$ cat src/rtl/cpu_pkg.sv
// Shared types for the CPU memory path: requester identity and arbiter state.
package cpu_pkg;

    typedef enum logic {
        OWN_IF = 1'b0,
        OWN_LS = 1'b1
    } owner_e;

    typedef enum logic [1:0] {
        ARB_IDLE  = 2'd0,
        ARB_ISSUE = 2'd1,
        ARB_WAIT  = 2'd2
    } arb_state_e;

    localparam int STARVE_W = 3;

endpackage

$ cat src/rtl/mem_arb_pick.sv
// Priority pick between fetch and load/store; load/store wins unless fetch is starved.
module mem_arb_pick
    import cpu_pkg::*;
(
    input  logic   if_req,
    input  logic   ls_req,
    input  logic   starve_hit,
    output owner_e owner,
    output logic   valid
);

    always_comb begin
        valid = if_req | ls_req;
        owner = OWN_LS;
        if (if_req && (!ls_req || starve_hit)) begin
            owner = OWN_IF;
        end
    end

endmodule

$ cat src/rtl/mem_arbiter.sv
// Single-outstanding arbiter sharing one memory port between instruction fetch and load/store.
module mem_arbiter
    import cpu_pkg::*;
#(
    parameter int ADDR_W     = 32,
    parameter int DATA_W     = 32,
    parameter int STARVE_MAX = 4
) (
    input  logic                clk,
    input  logic                rst,

    input  logic                if_req,
    input  logic [ADDR_W-1:0]   if_addr,
    output logic                if_gnt,
    output logic                if_rvalid,
    output logic [DATA_W-1:0]   if_rdata,

    input  logic                ls_req,
    input  logic                ls_we,
    input  logic [ADDR_W-1:0]   ls_addr,
    input  logic [DATA_W-1:0]   ls_wdata,
    input  logic [DATA_W/8-1:0] ls_be,
    output logic                ls_gnt,
    output logic                ls_rvalid,
    output logic [DATA_W-1:0]   ls_rdata,

    output logic                mem_req,
    output logic                mem_we,
    output logic [ADDR_W-1:0]   mem_addr,
    output logic [DATA_W-1:0]   mem_wdata,
    output logic [DATA_W/8-1:0] mem_be,
    input  logic                mem_gnt,
    input  logic                mem_rvalid,
    input  logic [DATA_W-1:0]   mem_rdata,

    output logic                err_unexp,
    output arb_state_e          dbg_state
);

    localparam int BE_W = DATA_W / 8;
    localparam logic [STARVE_W-1:0] STARVE_LIM = STARVE_W'(STARVE_MAX);

    // Handshake: a requester holds req and its fields until its gnt pulse;
    // gnt marks acceptance by memory, rvalid marks the single response (or write ack).

    arb_state_e          state_q, state_d;
    owner_e              owner_q, owner_d;
    logic [STARVE_W-1:0] starve_q, starve_d;
    logic                we_q, we_d;
    logic [ADDR_W-1:0]   addr_q, addr_d;
    logic [DATA_W-1:0]   wdata_q, wdata_d;
    logic [BE_W-1:0]     be_q, be_d;

    owner_e pick_owner;
    logic   pick_valid;
    logic   starve_hit;
    logic   granted;
    logic   responded;

    assign starve_hit = (starve_q == STARVE_LIM);

    mem_arb_pick u_pick (
        .if_req     (if_req),
        .ls_req     (ls_req),
        .starve_hit (starve_hit),
        .owner      (pick_owner),
        .valid      (pick_valid)
    );

    always_ff @(posedge clk or negedge rst) begin
        if (!rst) begin
            state_q  <= ARB_IDLE;
            owner_q  <= OWN_LS;
            starve_q <= '0;
            we_q     <= 1'b0;
            addr_q   <= '0;
            wdata_q  <= '0;
            be_q     <= '0;
        end else begin
            state_q  <= state_d;
            owner_q  <= owner_d;
            starve_q <= starve_d;
            we_q     <= we_d;
            addr_q   <= addr_d;
            wdata_q  <= wdata_d;
            be_q     <= be_d;
        end
    end

    always_comb begin
        state_d  = state_q;
        owner_d  = owner_q;
        starve_d = starve_q;
        we_d     = we_q;
        addr_d   = addr_q;
        wdata_d  = wdata_q;
        be_d     = be_q;
        unique case (state_q)
            ARB_IDLE: begin
                if (pick_valid) begin
                    owner_d = pick_owner;
                    state_d = ARB_ISSUE;
                    if (pick_owner == OWN_LS) begin
                        we_d    = ls_we;
                        addr_d  = ls_addr;
                        wdata_d = ls_wdata;
                        be_d    = ls_be;
                        // Only a waiting fetch counts as starved; saturate at the limit.
                        if (if_req && !starve_hit) begin
                            starve_d = starve_q + 3'd1;
                        end
                    end else begin
                        we_d     = 1'b0;
                        addr_d   = if_addr;
                        wdata_d  = '0;
                        be_d     = '1;
                        starve_d = '0;
                    end
                end
            end
            ARB_ISSUE: begin
                if (mem_gnt) begin
                    state_d = ARB_WAIT;
                end
            end
            ARB_WAIT: begin
                if (mem_rvalid) begin
                    state_d = ARB_IDLE;
                end
            end
            default: state_d = ARB_IDLE;
        endcase
    end

    assign granted   = (state_q == ARB_ISSUE) && mem_gnt;
    assign responded = (state_q == ARB_WAIT) && mem_rvalid;

    assign mem_req   = (state_q == ARB_ISSUE);
    assign mem_we    = we_q;
    assign mem_addr  = addr_q;
    assign mem_wdata = wdata_q;
    assign mem_be    = be_q;

    assign if_gnt    = granted && (owner_q == OWN_IF);
    assign ls_gnt    = granted && (owner_q == OWN_LS);
    assign if_rvalid = responded && (owner_q == OWN_IF);
    assign ls_rvalid = responded && (owner_q == OWN_LS);
    assign if_rdata  = mem_rdata;
    assign ls_rdata  = mem_rdata;

    // A response outside WAIT has no owner; it is dropped and flagged (masked in reset).
    assign err_unexp = rst && mem_rvalid && (state_q != ARB_WAIT);
    assign dbg_state = state_q;

endmodule

$ cat config.mk
export PLATFORM = sky130hd
export DESIGN_NAME = mem_arbiter
export DESIGN_NICKNAME = d
export VERILOG_FILES = /design/src/rtl/cpu_pkg.sv /design/src/rtl/mem_arb_pick.sv /design/src/rtl/mem_arbiter.sv
export SDC_FILE = /design/constraint.sdc
export NUM_CORES = 1
export LEC_CHECK = 0
export CAP_MARGIN = 20
export CORE_UTILIZATION = 32
export CTS_CLUSTER_SIZE = 20
export DETAILED_ROUTE_END_ITERATION = 6
export PLACE_DENSITY = 0.86
export SYNTH_ARGS = -nofsm -noshare
export SYNTH_HDL_FRONTEND = slang
export SYNTH_HIERARCHICAL = 1
export SYNTH_SLANG_ARGS = --single-unit
$ cat constraint.sdc
create_clock -name clk -period 1.9 [get_ports clk]
set_input_delay 0.475 -clock clk [delete_from_list [all_inputs] [get_ports clk]]
set_output_delay 0.475 -clock clk [all_outputs]
set_load 0.1 [all_outputs]
Word-level counts from Yosys, hierarchy flattened:

Index checks and enable logic that the tools add are counted.

* bits in registers: 75
* word-level logic and storage cells: 46

* add/subtract/negate cells: 1
* equal/unequal tests: 7
* multiplexer cells: 11
* bitwise operators: 2
* reductions and logical operators: 18

Operators with widths (count)
* $mux 32: 2
* $logic_and 1x1->1: 10
* $mux 2: 3
* $mux 3: 2
* $ne 2x2->1 const B: 3
* $pmux 2 s3: 1
* $reduce_and 3->1: 2
* $mux 4: 1
* $add 3x1->3 const B: 1
* $eq 3x3->1 const B: 1
* $eq 2x1->1 const B: 1
* $eq 2x2->1 const B: 1
* $logic_not 1->1: 2
* $logic_not 2->1: 1
* $mux 1: 2
* $ne 2x1->1 const B: 1
* $reduce_and 2->1: 1
* $reduce_bool 2->1: 1
* $logic_or 1x1->1: 1
* $not 1->1: 1
* $or 1x1->1: 1

Logic depth before layout (Yosys ltp):

Gate-level depths: netlist (run 1).

* depth in word-level cells: 5
* depth in mapped cells: 9
* depth with buffers taken out: 7

By module:

Netlist (run 1), hierarchy kept.

Modules (own cells, without submodules)
* mem_arbiter: times used 1, cells an instance 403, area an instance 3931.3 µm²
* mem_arb_pick: times used 1, cells an instance 3, area an instance 15.0 µm²

Worst setup path before layout (run 1):

Ideal clock, no wire load.

* kind: register to output
* from: reg state_q[1], in the netlist dbg_state[1]
* to: out if_rvalid
* arrival: 3.475 ns
* required time: 1.425 ns
* setup slack: -2.050 ns
* cell stages (with the launch flop): 3
* cell sequence: dfrtp_1 -> or2b_1 -> nor3b_1

* cells in the longest elaborated chain, start to end: 3

RTL lines
* start, declared: line mem_arbiter.sv:46 `arb_state_e state_q, state_d;`
* start signal, assigned: line mem_arbiter.sv:80 `state_q <= state_d;`
* $eq 2x2->1: line mem_arbiter.sv:136 `assign responded = (state_q == ARB_WAIT) && mem_rvalid;`
* $logic_and 1x1->1: line mem_arbiter.sv:136
* $logic_and 1x1->1: line mem_arbiter.sv:146 `assign if_rvalid = responded && (owner_q == OWN_IF);`
* end, declared: line mem_arbiter.sv:15 `output logic if_rvalid,`

Every way passes these cells.

Final worst setup path (run 1):

* from: reg state_q[0], in the netlist dbg_state[0]
* to: out if_rvalid

Same word-level chain as after synthesis.

==> impl_metrics.yaml, run 1 <==
outcome:
  status: "finished with violations"
  violations: "negative setup slack"
worst_setup_path:
  crit_path_start_kind: "flop"
  rr_worst_depth: 7
  cp-end-kind: "output pin"
  cp.arrival_ns: 1.52
  critPathKind: "reg2out"
  critPathMaxFanout: 3
  cpPeakStageDelay_ns: 0.48
  crit_slowest_cell: "dfrtp_4"
  rr_startpoint: "starve_q[0]"
  crit_chain: "or2b_1, nor3b_4, buf_12"
  path_buf_inv: 1
  timing.reg2reg.setup_slack_ns: 0.10
  timing.rr.end: "mem_addr[29]"
  cp.required_ns: 1.42
  critical_path.top_delay_family: "simple AND/OR/NAND/NOR gates"
cts:
  clock_path_buffers: 2
  numCtsBuffers: 9
  cts_tree: "built"
  cts-htree-levels: 3
  cts_num_sinks: 75
  clkLatencyLatePin_ns: 0.33
  clk_pin_slew_worst_paths_ns: 0.06
  clockRootBuffer: "clkbuf_16"
timing:
  rsz0062_at_grt: "yes"
  max_freq_ghz: 0.5008
  final_hold_viol_count: 0
  drv_slew: 0
  setup_viol: 6
  fin_ws_ns: -0.09694
  period_share_pct: 105.1
  max_slew_margin_pct: 68.18
  period_minus_slack_ns: 1.997
  setup_tns_ns: -0.3839
  clock_skew_ns: 0.008584
  worst_pin_slew_ns: 0.4773
logic_synthesis:
  ys_seq_elements: 75
  synthesis.instances: 406
  synthMuxAreaShare_pct: 8.117
  yosys.area_share.simple_pct: 16.80
  synth_top_family_by_area: "buffers and inverters"
  synth_fa_ha_area_share_pct: 0.6341
  yosys_warnings: 6
  async_reset_ff_share_pct: 100.0
  synth_area_per_cell_um2: 9.720
  synth_flop_cell: "dfrtp_1"
  synthDistinctLibCells: 30
  synth_xor_area_share_pct: 0
  synth_compound_area_share_pct: 9.036
  syn_nets: 547
  synth.cell_area_um2: 3946
  yosysSeqAreaShare_pct: 47.59
  synth_edf_count: 0
cells_and_area:
  final_cell_mix: "clkdlybuf4s50_1, nand2_1, buf_12"
  area_growth_pct: 67.88
  utilization_pct: 55.16
  drive_gt1_share_pct: 28.71
  layout.nets: 669
  n_antenna_cell: 0
  final_common_cell: "clkdlybuf4s50_1"
route:
  routed.top_layer: "met4"
  wl_met2_um: 5067
  drt-met1-wl_um: 3749
  first_pass_iters: 4
  met3_length_um: 1086
  via_count: 3184
  drtIter0Drc: 109
  drtAntennaViolNets: 0
  drt-wirelength-per-cell_um: 14.83
  drt-total-wl_um: 10090
  avgViaCountPerCell: 4.682
  drcViolationCount: 0
grt:
  grt_pass1_wl_um: 16140
  grt_max_degree: 51
  overflow: 0
  track_usage_pct: 16.13
  grt_pass1_vias: 3326
  antenna_found_initial: 0
floorplanning:
  fp.dieArea_um2: 12780
  coreArea_um2: 12010
  die_w_um: 113.1
  die_h_um: 113.1
  pin_count: 280
  rows: 40
  initial_core_util_pct: 32.85
placement:
  dpl.hpwl_um: 7965
  place_congestion: 0.7376
  dp_worst_setup_slack_ns: -0.1743
  io_buffer_count: 183
job:
  cap_violations: 0
min_path:
  hp-class: "in2async"
[synthesized netlist by cell type (all sizes together) (2+ instances only)]
master | n | share of area (%)
nand2 | 103 | 9.8
o21ai | 35 | 7.1
clkbuf | 3 | 0.29
nor3b | 2 | 0.38
inv | 8 | 0.76
dfrtp | 74 | 47
and3 | 2 | 0.32
a31oi | 7 | 1.1
ha | 2 | 0.63
nand3 | 33 | 4.2
mux2i | 32 | 8.1
buf | 86 | 17
nor2 | 6 | 0.57
[layer usage]
metal / vias up / track usage (%)
li1: 1517 / -
met1: 1470 / 16.97
met2: 174 / 28.18
met3: 23 / 6.856
met4: 0 / 6.930
met5: - / 0
[registers in the layout, indices dropped and copies added (netlist names)]
| register | flops |
|---|---|
| mem_we | 1 |
| mem_wdata | 32 |
| mem_addr | 32 |
| mem_be | 4 |
| starve_q | 3 |
| dbg_state | 2 |
| owner_q | 1 |
[cell families after synthesis]
logic type / count (synthesis)
flip-flops: 75
buffers and inverters: 97
adder cells (fa/ha/maj): 2
AND/OR/NAND/NOR: 154
AO/OA/AOI/OAI: 46
multiplexers: 32
[through the flow]
| stage | instance area (um^2) | cells | hold WS, ns |
|---|---|---|---|
| after floorplan | 3990 | 406 | 0.1794 |
| after global placement | 6275 | 661 | 0.3146 |
| after detailed placement | 6275 | 661 | 0.3199 |
| after CTS | 6618 | 680 | 0.1003 |
| after global routing | 6625 | 680 | 0.09763 |
| final | 6625 | 680 | 0.1136 |
[cell type report]
type	count	area, um^2
Fill cell	1018	5386
Timing Repair Buffer	200	2784
Sequential cell	75	1886
Multi-Input combinational cell	234	1424
Clock buffer	9	225.2
Tap cell	147	183.9
Clock inverter	7	92.59
Inverter	8	30.03
[worst reg2reg max path: stages (launching register included)]
cell,delay [ns]
dfrtp_1,0.39
inv_1,0.07
ha_1,0.22
and2_1,0.17
o21ai_4,0.17
buf_12,0.27
mux2i_2,0.33
o21ai_2,0.07
[what timing repair did]
| item | in CTS | in global routing |
|---|---|---|
| pin swaps | 1 | 1 |
| setup buffers | 2 | 0 |
| setup endpoints to repair | 5 | 8 |
| endpoints found under the hold margin | 8 | 0 |
| hold buffers | 1 | 0 |
| resized for setup | 0 | 2 |
[worst max-delay path by stage]
stage,from,to,slack (ns),depth (start not counted)
after global placement,ls_req,mem_addr[29],-0.12,6
after global routing,dbg_state[0],if_rvalid,-0.15,3
after detailed placement,ls_req,starve_q[1],-0.17,7
after CTS,dbg_state[0],if_rvalid,-0.13,3
final,dbg_state[0],if_rvalid,-0.1,3
after floorplan,dbg_state[0],if_rvalid,-0.34,2
Power of run 1 is left out: the tool's default activity adds up to more than one toggle a clock period on the data nets, which glitch-free logic cannot reach.
==> inputs of run 2 (changes only) <==
--- a/config.mk
+++ b/config.mk
@@ -6,6 +6,7 @@
 export NUM_CORES = 1
 export LEC_CHECK = 0
 export CAP_MARGIN = 20
+export CORE_ASPECT_RATIO = 0.7
 export CORE_UTILIZATION = 32
 export CTS_CLUSTER_SIZE = 20
 export DETAILED_ROUTE_END_ITERATION = 6
==> impl_metrics.yaml, run 2 (synthesis gave the netlist of run 1 again) <==
outcome:
  status: "finished with violations"
  violations: "negative setup slack"
job:
  cap_violations: 0
route:
  drcViolationCount: 0
  avgViaCountPerCell: 4.597
  drtIter0Drc: 66
  via_count: 3172
  drt-wirelength-per-cell_um: 14.96
  drt-total-wl_um: 10320
  drtAntennaViolNets: 0
  first_pass_iters: 4
floorplanning:
  coreArea_um2: 11850
  fp.dieArea_um2: 12790
  die_w_um: 134.7
  die_h_um: 94.91
  initial_core_util_pct: 33.30
  pin_count: 280
  rows: 33
grt:
  grt_pass1_vias: 3259
  grt_pass1_wl_um: 16180
  antenna_found_initial: 0
  track_usage_pct: 16.66
  grt_max_degree: 64
  overflow: 0
cts:
  clk_pin_slew_worst_paths_ns: 0.06
  cts_tree: "built"
  numCtsBuffers: 9
  clock_path_buffers: 2
  clockRootBuffer: "clkbuf_16"
  cts-htree-levels: 3
  clkLatencyLatePin_ns: 0.33
  cts_num_sinks: 75
cells_and_area:
  area_growth_pct: 68.26
  utilization_pct: 56.03
  final_common_cell: "clkdlybuf4s50_1"
  drive_gt1_share_pct: 28.89
  layout.nets: 670
  final_cell_mix: "clkdlybuf4s50_1, nand2_1, buf_12"
  n_antenna_cell: 0
timing:
  fin_ws_ns: -0.07620
  setup_tns_ns: -0.2788
  period_minus_slack_ns: 1.976
  max_slew_margin_pct: 64.49
  final_hold_viol_count: 0
  period_share_pct: 104.0
  max_freq_ghz: 0.5060
  worst_pin_slew_ns: 0.5326
  drv_slew: 0
  rsz0062_at_grt: "yes"
  setup_viol: 6
  clock_skew_ns: 0.005969
worst_setup_path:
  crit_path_start_kind: "flop"
  critPathMaxFanout: 3
  cp.required_ns: 1.42
  critPathKind: "reg2out"
  cp-end-kind: "output pin"
  cp.arrival_ns: 1.50
  rr_worst_depth: 7
placement:
  dpl.hpwl_um: 8022
  io_buffer_count: 183
  place_congestion: 0.7868
min_path:
  hp-class: "in2async"
## run 2: final timing paths
check                      slack, ns      endpoint    startpoint
setup reg to reg                0.10  mem_addr[12]   starve_q[0]
hold reg to reg                 0.52       owner_q       owner_q
min in group clk                0.52       owner_q       owner_q
hold / removal                  0.23   starve_q[0]           rst
max in group asynchronous       1.20  mem_addr[14]           rst
setup / recovery               -0.08     if_rvalid  dbg_state[0]
## run 2: critical path, cell delays in order (launching register included)
cell and delay [ns]:
dfrtp_4 0.47, or2b_4 0.28, nor3b_4 0.22, buf_12 0.20
## run 2: cell type report
type                    count  area (um^2)
repair buffers            201         2779
flip-flops and latches     75         1886
multi-input cells         234         1431
clock inverters             4        75.07
well taps                 157        196.4
inverters                   8        30.03
clock buffers              11        242.7
fillers                   957         5210
## run 2: repair_timing
item / 4_1_cts / 5_1_grt
gates resized for setup: 0 / 4
hold buffers: 1 / 0
buffers inserted: 3 / 0
pin swaps: 2 / 1
endpoints found under the hold margin: 3 / 0
endpoints found under the setup margin: 5 / 8
gates cloned: 0 / 0
## run 2: through the flow
stage               hold WS (ns)  instance area [um^2]  setup WS (ns)  cells
finish                    0.2274                  6640       -0.07620    690
global route              0.2766                  6640        -0.1254    690
CTS                       0.2381                  6625        -0.1251    690
detailed placement        0.2961                  6275        -0.1807    671
global placement          0.2941                  6275        -0.1119    671
floorplan                 0.1794                  3990        -0.3407    406
## run 2: metal layers
layer | global-route usage (%) | wire length [um] | share of wire, % | vias to the layer above
met5 | 0 | 0 | 0 | -
met4 | 5.431 | 134 | 1.3 | 0
met3 | 8.535 | 1227 | 12 | 18
met2 | 28.09 | 4946 | 48 | 164
met1 | 18.25 | 4010 | 39 | 1470
li1 | - | - | - | 1520
Power of run 2 is left out for the same reason.
